## src/rtl/int_to_fp_sched_pkg.sv

```systemverilog
// Shared FPU scheduling definitions: default widths, scheduler state encoding,
// and a constant-evaluable clog2 used to size pointers and counters.
package int_to_fp_sched_pkg;

  localparam int DEF_INT_SIZE      = 32;
  localparam int DEF_PRECISION     = 32;
  localparam int DEF_EXPONENT_SIZE = 8;
  localparam int DEF_MANTISSA_SIZE = 23;

  typedef enum logic {
    ST_IDLE = 1'b0,
    ST_WAIT = 1'b1
  } state_t;

  function automatic int clog2(input int value);
    int result;
    result = 0;
    for (int i = 0; i < 31; i++) begin
      if ((1 << i) < value) result = i + 1;
    end
    return result;
  endfunction

endpackage

```

## src/rtl/int_to_fp_sched_rr_pick.sv

```systemverilog
// Combinational round-robin picker: first asserted request at or above ptr,
// wrapping around; grant is one-hot, or zero when nothing is requesting.
module rr_pick #(
  parameter int num_req = 4,
  parameter int ptr_w   = 2
) (
  input  logic [num_req-1:0] req,
  input  logic [ptr_w-1:0]   ptr,
  output logic [num_req-1:0] grant
);

  logic found;

  always_comb begin
    grant = '0;
    found = 1'b0;
    for (int i = 0; i < num_req; i++) begin
      for (int k = 0; k < num_req; k++) begin
        if (!found && req[k] && (((int'(ptr) + i) % num_req) == k)) begin
          grant[k] = 1'b1;
          found    = 1'b1;
        end
      end
    end
  end

endmodule

```

## src/rtl/int_to_fp_sched.sv

```systemverilog
// Shares one registered int-to-float converter among num_req requesters:
// grant round-robin, wait out the converter latency, strobe the result back.
module int_to_fp_sched
  import int_to_fp_sched_pkg::*;
#(
  parameter int num_req      = 4,
  parameter int int_size     = DEF_INT_SIZE,
  parameter int precision    = DEF_PRECISION,
  parameter int conv_latency = 1
) (
  input  logic                        clk,
  input  logic                        reset,
  input  logic [num_req-1:0]          req_valid,
  input  logic [num_req*int_size-1:0] req_int,
  output logic [num_req-1:0]          req_ready,
  output logic [int_size-1:0]         conv_int,
  input  logic [precision-1:0]        conv_fp,
  output logic [num_req-1:0]          rsp_valid,
  output logic [precision-1:0]        rsp_fp,
  output logic                        busy
);

  localparam int id_w  = (clog2(num_req) < 1) ? 1 : clog2(num_req);
  localparam int cnt_w = (clog2(conv_latency + 1) < 1) ? 1 : clog2(conv_latency + 1);

  state_t                state;
  logic [id_w-1:0]       rr_ptr;
  logic [id_w-1:0]       id_reg;
  logic [cnt_w-1:0]      cnt;
  logic [int_size-1:0]   op_reg;
  logic [num_req-1:0]    grant;
  logic [id_w-1:0]       win;
  logic [int_size-1:0]   win_int;
  logic                  xfer;

  rr_pick #(
    .num_req (num_req),
    .ptr_w   (id_w)
  ) u_pick (
    .req   (req_valid),
    .ptr   (rr_ptr),
    .grant (grant)
  );

  // Handshake: requester k holds req_valid[k] and a stable operand; a transfer
  // happens on the rising edge where req_valid[k] & req_ready[k]. Grants are
  // only offered in IDLE and are held low while reset is asserted.
  assign req_ready = (state == ST_IDLE && reset) ? grant : '0;
  assign xfer      = |(req_valid & req_ready);
  assign conv_int  = op_reg;
  assign busy      = (state == ST_WAIT);

  always_comb begin
    win     = '0;
    win_int = '0;
    for (int k = 0; k < num_req; k++) begin
      if (grant[k]) begin
        win     = id_w'(k);
        win_int = req_int[k*int_size +: int_size];
      end
    end
  end

  always_ff @(posedge clk or negedge reset) begin
    if (!reset) begin
      state     <= ST_IDLE;
      rr_ptr    <= '0;
      id_reg    <= '0;
      cnt       <= '0;
      op_reg    <= '0;
      rsp_valid <= '0;
      rsp_fp    <= '0;
    end else begin
      rsp_valid <= '0;
      case (state)
        ST_IDLE: begin
          if (xfer) begin
            op_reg <= win_int;
            id_reg <= win;
            cnt    <= cnt_w'(conv_latency);
            rr_ptr <= (win == id_w'(num_req - 1)) ? '0 : win + 1'b1;
            state  <= ST_WAIT;
          end
        end
        ST_WAIT: begin
          // One extra edge beyond conv_latency lets the converter output settle
          // before capture, so the strobe lands on the first IDLE cycle.
          if (cnt != '0) begin
            cnt <= cnt - 1'b1;
          end else begin
            rsp_fp    <= conv_fp;
            rsp_valid <= num_req'(1) << id_reg;
            state     <= ST_IDLE;
          end
        end
        default: state <= ST_IDLE;
      endcase
    end
  end

endmodule
```

## config.mk

```make
export PLATFORM = sky130hd
export DESIGN_NAME = int_to_fp_sched
export DESIGN_NICKNAME = d
export VERILOG_FILES = /design/src/rtl/int_to_fp_sched_pkg.sv /design/src/rtl/int_to_fp_sched_rr_pick.sv /design/src/rtl/int_to_fp_sched.sv
export SDC_FILE = /design/constraint.sdc
export NUM_CORES = 1
export LEC_CHECK = 0
export ABC_AREA = 1
export ABC_CLOCK_PERIOD_IN_PS = 5010
export CORE_MARGIN = 8
export CORE_UTILIZATION = 42
export CTS_CLUSTER_SIZE = 14
export DETAILED_ROUTE_END_ITERATION = 8
export GPL_ROUTABILITY_DRIVEN = 1
export GPL_TIMING_DRIVEN = 0
export PLACE_DENSITY = 0.89
export SYNTH_ARGS = -nofsm -noshare
export SYNTH_HDL_FRONTEND = slang
export SYNTH_SLANG_ARGS = --single-unit
```

## constraint.sdc

```tcl
create_clock -name clk -period 5.01 [get_ports clk]
set_input_delay 1.002 -clock clk [delete_from_list [all_inputs] [get_ports clk]]
set_output_delay 1.002 -clock clk [all_outputs]
set_load 0.01 [all_outputs]
```

* After elaboration in Yosys (flattened, before gate mapping)
Cells that the tools add are included.
** Word-level totals
- Register bits after elaboration :: 74
- Input port bits :: 166
- Output and inout port bits :: 73
** Operators by class
- Add/sub/neg operators :: 5
- Equal/unequal tests :: 14
- Shift-type cells :: 1
- Muxes and demuxes :: 47
- Bitwise operators :: 6
- Reduce and logical (&&, ||, !) cells :: 57
** Operators with widths (count)
- zero test 32 bit :: 4
- two-way mux 32 bit :: 4
- two-way mux 1 bit :: 35
- logical AND 1 bit :: 32
- equality test 3 bit (second input constant) :: 6
- zero test 1 bit :: 15
- two-way mux 4 bit :: 3
- equality test 3 x 2 -> 1 bit (second input constant) :: 3
- equality test 2 bit (second input constant) :: 3
- two-way mux 2 bit :: 3
- OR reduction 2 bit :: 3
- adder 2 x 1 -> 2 bit (second input constant) :: 2
- adder 2 bit (second input constant) :: 2
- AND 4 bit :: 1
- one-hot mux 1 bit (2 select lines) :: 2
- AND reduction 2 bit :: 2
- OR reduction 4 bit :: 1
- << shifter 1 x 2 -> 4 bit (first input constant) :: 1
- AND 1 bit (first input constant) :: 3
- equality test 2 x 1 -> 1 bit (second input constant) :: 1
- != test 2 bit (second input constant) :: 1
- NOT 1 bit :: 2
- subtractor 1 bit (second input constant) :: 1

* Longest topological paths before layout
- Word-level depth :: 68
- Gate-level depth with buffers :: 18
- Gate-level depth less buffers :: 16

* Modules after synthesis
From an unflattened synthesis, not the netlist that was laid out.
** Unflattened totals
- Cells, all modules :: 692
- Area total of the unflattened synthesis :: 4516.8 um2
** Modules (own cells, without submodules)
- int_to_fp_sched :: times used 1, cells each 641, area an instance 4222.8 um2, sequential area each 1851.8 um2
- rr_pick :: times used 1, cells each 51, area an instance 294.0 um2, sequential area each 0.0 um2

* Worst setup path after synthesis
Ideal clock, no wire load.
- Path type :: input to output
- Start point :: input port req_valid[1]
- End point :: output port req_ready[1]
- Data arrival time :: 2403 ps
- Data required time :: 4008 ps
- Path slack :: 1605 ps
- Stages on the path :: 12
- Cell sequence :: nand3_1 nand3_2 nor2_4 nand4_4 nor2_4 nand4_2 nor2_2 nand3_1 nand2_2 buf_4 inv_1 nor2_1
** On the way
- Cells in the longest elaborated chain, start to end :: 52
- Elaborated cells on any way between the ends :: 55
- Classes of those cells :: mux: 17; reduce/logical: 38
** Ends and longest elaborated chain
- from (decl) :: RTL line int_to_fp_sched.sv:13 : input logic [num_req-1:0] req_valid,
- logical AND 1 bit (2 in series) :: RTL line int_to_fp_sched_rr_pick.sv:19 : if (!found && req[k] && (((int'(ptr) + i) % num_req) == k)) begin
- two-way mux 1 bit :: RTL line int_to_fp_sched_rr_pick.sv:19
- zero test 1 bit :: RTL line int_to_fp_sched_rr_pick.sv:19
- logical AND 1 bit (2 in series) :: RTL line int_to_fp_sched_rr_pick.sv:19
- two-way mux 1 bit :: RTL line int_to_fp_sched_rr_pick.sv:19
- zero test 1 bit :: RTL line int_to_fp_sched_rr_pick.sv:19
- logical AND 1 bit (2 in series) :: RTL line int_to_fp_sched_rr_pick.sv:19
- two-way mux 1 bit :: RTL line int_to_fp_sched_rr_pick.sv:19
- [31 not listed]
- two-way mux 1 bit :: RTL line int_to_fp_sched_rr_pick.sv:19
- zero test 1 bit :: RTL line int_to_fp_sched_rr_pick.sv:19
- logical AND 1 bit (2 in series) :: RTL line int_to_fp_sched_rr_pick.sv:19
- two-way mux 1 bit :: RTL line int_to_fp_sched_rr_pick.sv:19
- zero test 1 bit :: RTL line int_to_fp_sched_rr_pick.sv:19
- logical AND 1 bit (2 in series) :: RTL line int_to_fp_sched_rr_pick.sv:19
- two-way mux 1 bit * :: RTL line int_to_fp_sched_rr_pick.sv:19
- two-way mux 4 bit * :: RTL line int_to_fp_sched.sv:48 : assign req_ready = (state == ST_IDLE && reset) ? grant : '0;
- to (decl) :: RTL line int_to_fp_sched.sv:15 : output logic [num_req-1:0] req_ready,
Every way passes the cells marked *; elsewhere a longest branch is shown, timed or not.

* Worst setup path after layout
Ends and elaborated chain as after synthesis.

==> results.toml <==
[die]
floorplan.die_area_sq_mm = 0.01337
start_util_pct = 42.86
io_pins = 239
chipHeight_microns = 115.6
design.core.area_sq_mm = 0.009729
floorplan.rows = 36
die_width_microns = 115.6

[critical_path]
critPathTopFamily = "simple AND/OR/NAND/NOR gates"
timing.reg2reg.worst_path_depth = 13
slowest_stage = "clkdlybuf4s50_1"
startpoint = "req_valid[1]"
worstSetupPathType = "input pin to output pin"
critical_path.cell_chain = "clkdlybuf4s50_1 > nand3_1 > nand3_2 > nor2_4 > nand4_4 > nor2_4 > nand4_2 > nor2_2 > nand3_1 > nand2_2 > buf_4 > inv_1 > nor2_2 > clkdlybuf4s50_1"
critPathBufInv = 4
crit_cells = 14
timing.critical_path.required_ns = 4.01
cp_max_fo = 10
timing.rr.start = "rr_ptr[1]"
worst_setup_path_start_kind = "input pin"
regToRegSetupSlack_ns = 2.32
arrival_ns = 3.81
worst_flop_to_flop_path_endpoint = "conv_int[11]"
worstSetupEndpointType = "output pin"
worst_stage_delay_on_the_critical_path_ns = 0.57
critPathCapture = "req_ready[1]"

[global_route]
grt.met1_usage_pct = 24.69
grt_util_all_layers_pct = 23.49
most_crowded_layer_after_global_routing = "met2"
grt_first_pass_wirelength_microns = 24690
grt_max_degree = 76
gr-usage-met3_pct = 7.348
grt_overflow_total = 0
initial_antenna_violation_count = 0
number_of_global_route_vias_before_repair = 4898
met2_global_route_usage_pct = 43.53

[logic_synthesis]
synth.largest_area_cell = "dfrtp_1"
cell_types_occupying_the_most_area_after_synthesis = "dfrtp_1 (44%), nand2_1 (21%), mux2_2 (8.6%)"
synth_area_per_cell_sq_um = 7.694
synth-seq-area-share_pct = 44.40
mappedNetlistNets = 708
synth_seq_cells = 74
netlist-cell-type-count = 27
ys_warn_count = 0
synth.top_cell.area_share_pct = 44.40
mappedNetlistArea_sq_mm = 0.004170
synthCells = 542

[pwr]
vdd.ir_drop.worst_mv = 0.2815
combPwrFrac_pct = 62.7
fraction_of_power_spent_switching_nets_pct = 43.06
power.clock.fraction_pct = 12.1
power.internal_w = 0.002381
p_per_area_mw_per_mm2 = 603.3
leakage_nw = 3.245
power.net_switching_w = 0.001801
power.sequential.fraction_pct = 25.2

[timing]
timing.hold.ws_ns = 0.4558
fmax_ghz = 0.2079
finalWorstSetupSlack_ns = 0.2008
grt_setup_unrepaired = "no"
final_slew_violations = 0
tightestPinTransition_ns = 0.9305
post-route-min-period_ns = 4.809
final.setup_skew_ns = 0.01069
report.final.hold_viol_count = 0
relSlewSlack_pct = 37.97
final-setup-viol-count = 0
period_share_pct = 95.99

[detailed_routing]
initialDrtViolationCount = 293
drt-total-wl_microns = 16090
detail_route.drc_violations = 0
first_pass_iters = 5
antenna_viol_nets_final = 0
post_drt_wl_per_cell_microns = 17.34
dr_total_vias = 4666
post_drt_via_cell_ratio = 5.028

[outcome]
outcome = "completed"

[worst_hold_path]
class_of_the_most_critical_hold_timing_path = "register to register"

[cells_and_area]
layoutNonFillerInstCount = 928
multiInputGateArea_sq_mm = 0.001983
commonest_cells_after_routing_fill_and_taps_aside = "nand2_1 (238), clkdlybuf4s50_1 (237), dfrtp_1 (74), inv_1 (49), nand3_1 (42)"
drive_above_1_share_pct = 10.57
regArea_sq_mm = 0.001852
area_delta_synth_final_pct = 66.25
n_antenna_cell = 0
fin_util_pct = 71.26
layout.cells.most_common = "nand2_1"
finalNetCount = 957
filler_cell_count = 757

[clocking]
insertion_delay_ns = 0.34
ctsLongestPathBuffers = 2
root_buffer = "clkbuf_8"
cts_hold_repair.buffers = 0
post-cts-setup-buffers = 0
post_cts_resize_count = 0
tritoncts = "done"
clkSlewWorstSetupHoldPaths_ns = 0.08
cts_sinks = 74
cts_made_buffers = 9
htree_num_levels = 3

[placed_design]
place.gp.congestion = 0.9766
dp_cells = 913
hpwlAfterDp_microns = 13160
dp_slack_ns = 0.1605
io_buffers = 238

[job]
drv.max_cap_violation_count = 0
-- layout make-up --
class                           instances  share of cell area (%)
Tap cell                              133                   2.400
Buffer                                 28                   2.166
Inverter                               50                   2.707
Sequential cell                        74                   26.71
Multi-Input combinational cell        390                   28.60
Clock inverter                          6                   1.299
Clock buffer                            9                   1.787
Timing Repair Buffer                  238                   34.33
-- per-stage QoR --
step / instance area [sq um] / total power (W) / setup TNS [ns]
floorplan: 4170 / 0.002530 / 0
global placement: 6719 / 0.003581 / -17.47
detailed placement: 6716 / 0.003681 / 0
CTS: 6930 / 0.004200 / 0
global route: 6933 / 0.004510 / 0
finish: 6933 / 0.004183 / 0
-- cell usage after synthesis --
library cell / n
clkbuf_1: 11
inv_2: 1
o21ai_0: 3
nand4_2: 1
nor2_4: 2
nor3_1: 7
a211oi_1: 1
o21ai_4: 1
o21bai_1: 1
nand3_4: 1
nand4_1: 37
mux2_2: 32
nand3_2: 2
o21ai_1: 1
nor3b_2: 1
buf_2: 12
nor2_2: 2
buf_4: 2
nand2_2: 6
a21oi_1: 1
nand3_1: 42
nand4_4: 1
inv_1: 49
nor2_1: 10
nand2_1: 238
dfrtp_1: 74
buf_6: 3
-- per-layer routing --
metal  wire (microns)  part of all wire, %
met1             6051                   38
met2             8188                   51
met3             1401                  8.7
met4              451                  2.8
met5                0                    0
-- worst min path at each step --
stage                     cells past startpoint      endpoint  startpoint  slack [ns]
after global placement                        1  rsp_valid[1]   id_reg[1]        0.44
final                                         1  rsp_valid[0]   id_reg[1]        0.46
after CTS                                     1  rsp_valid[0]   id_reg[1]        0.45
after detailed placement                      1  rsp_valid[0]   id_reg[1]        0.45
after floorplan                               1  rsp_valid[0]   id_reg[1]        0.43
after global routing                          1  rsp_valid[0]   id_reg[1]        0.48
-- power by group through the flow --
stage / clock [W] / sequential, W / combinational, W
2_1_floorplan: 0 / 0.00116 / 0.00137
3_3_place_gp: 0 / 0.00104 / 0.00255
3_5_place_dp: 0 / 0.00106 / 0.00262
4_1_cts: 0.000517 / 0.00105 / 0.00263
5_1_grt: 0.000543 / 0.00108 / 0.00288
6_report: 0.000508 / 0.00105 / 0.00262
-- logic make-up after synthesis --
group                  share of synthesized area [%]
AOI/OAI and AO/OA                              1.350
buffers and inverters                          8.101
DFF                                            44.40
muxes                                          8.641
and+or+nand+nor                                37.50
Note: power is estimated with default switching activity, not from simulation.
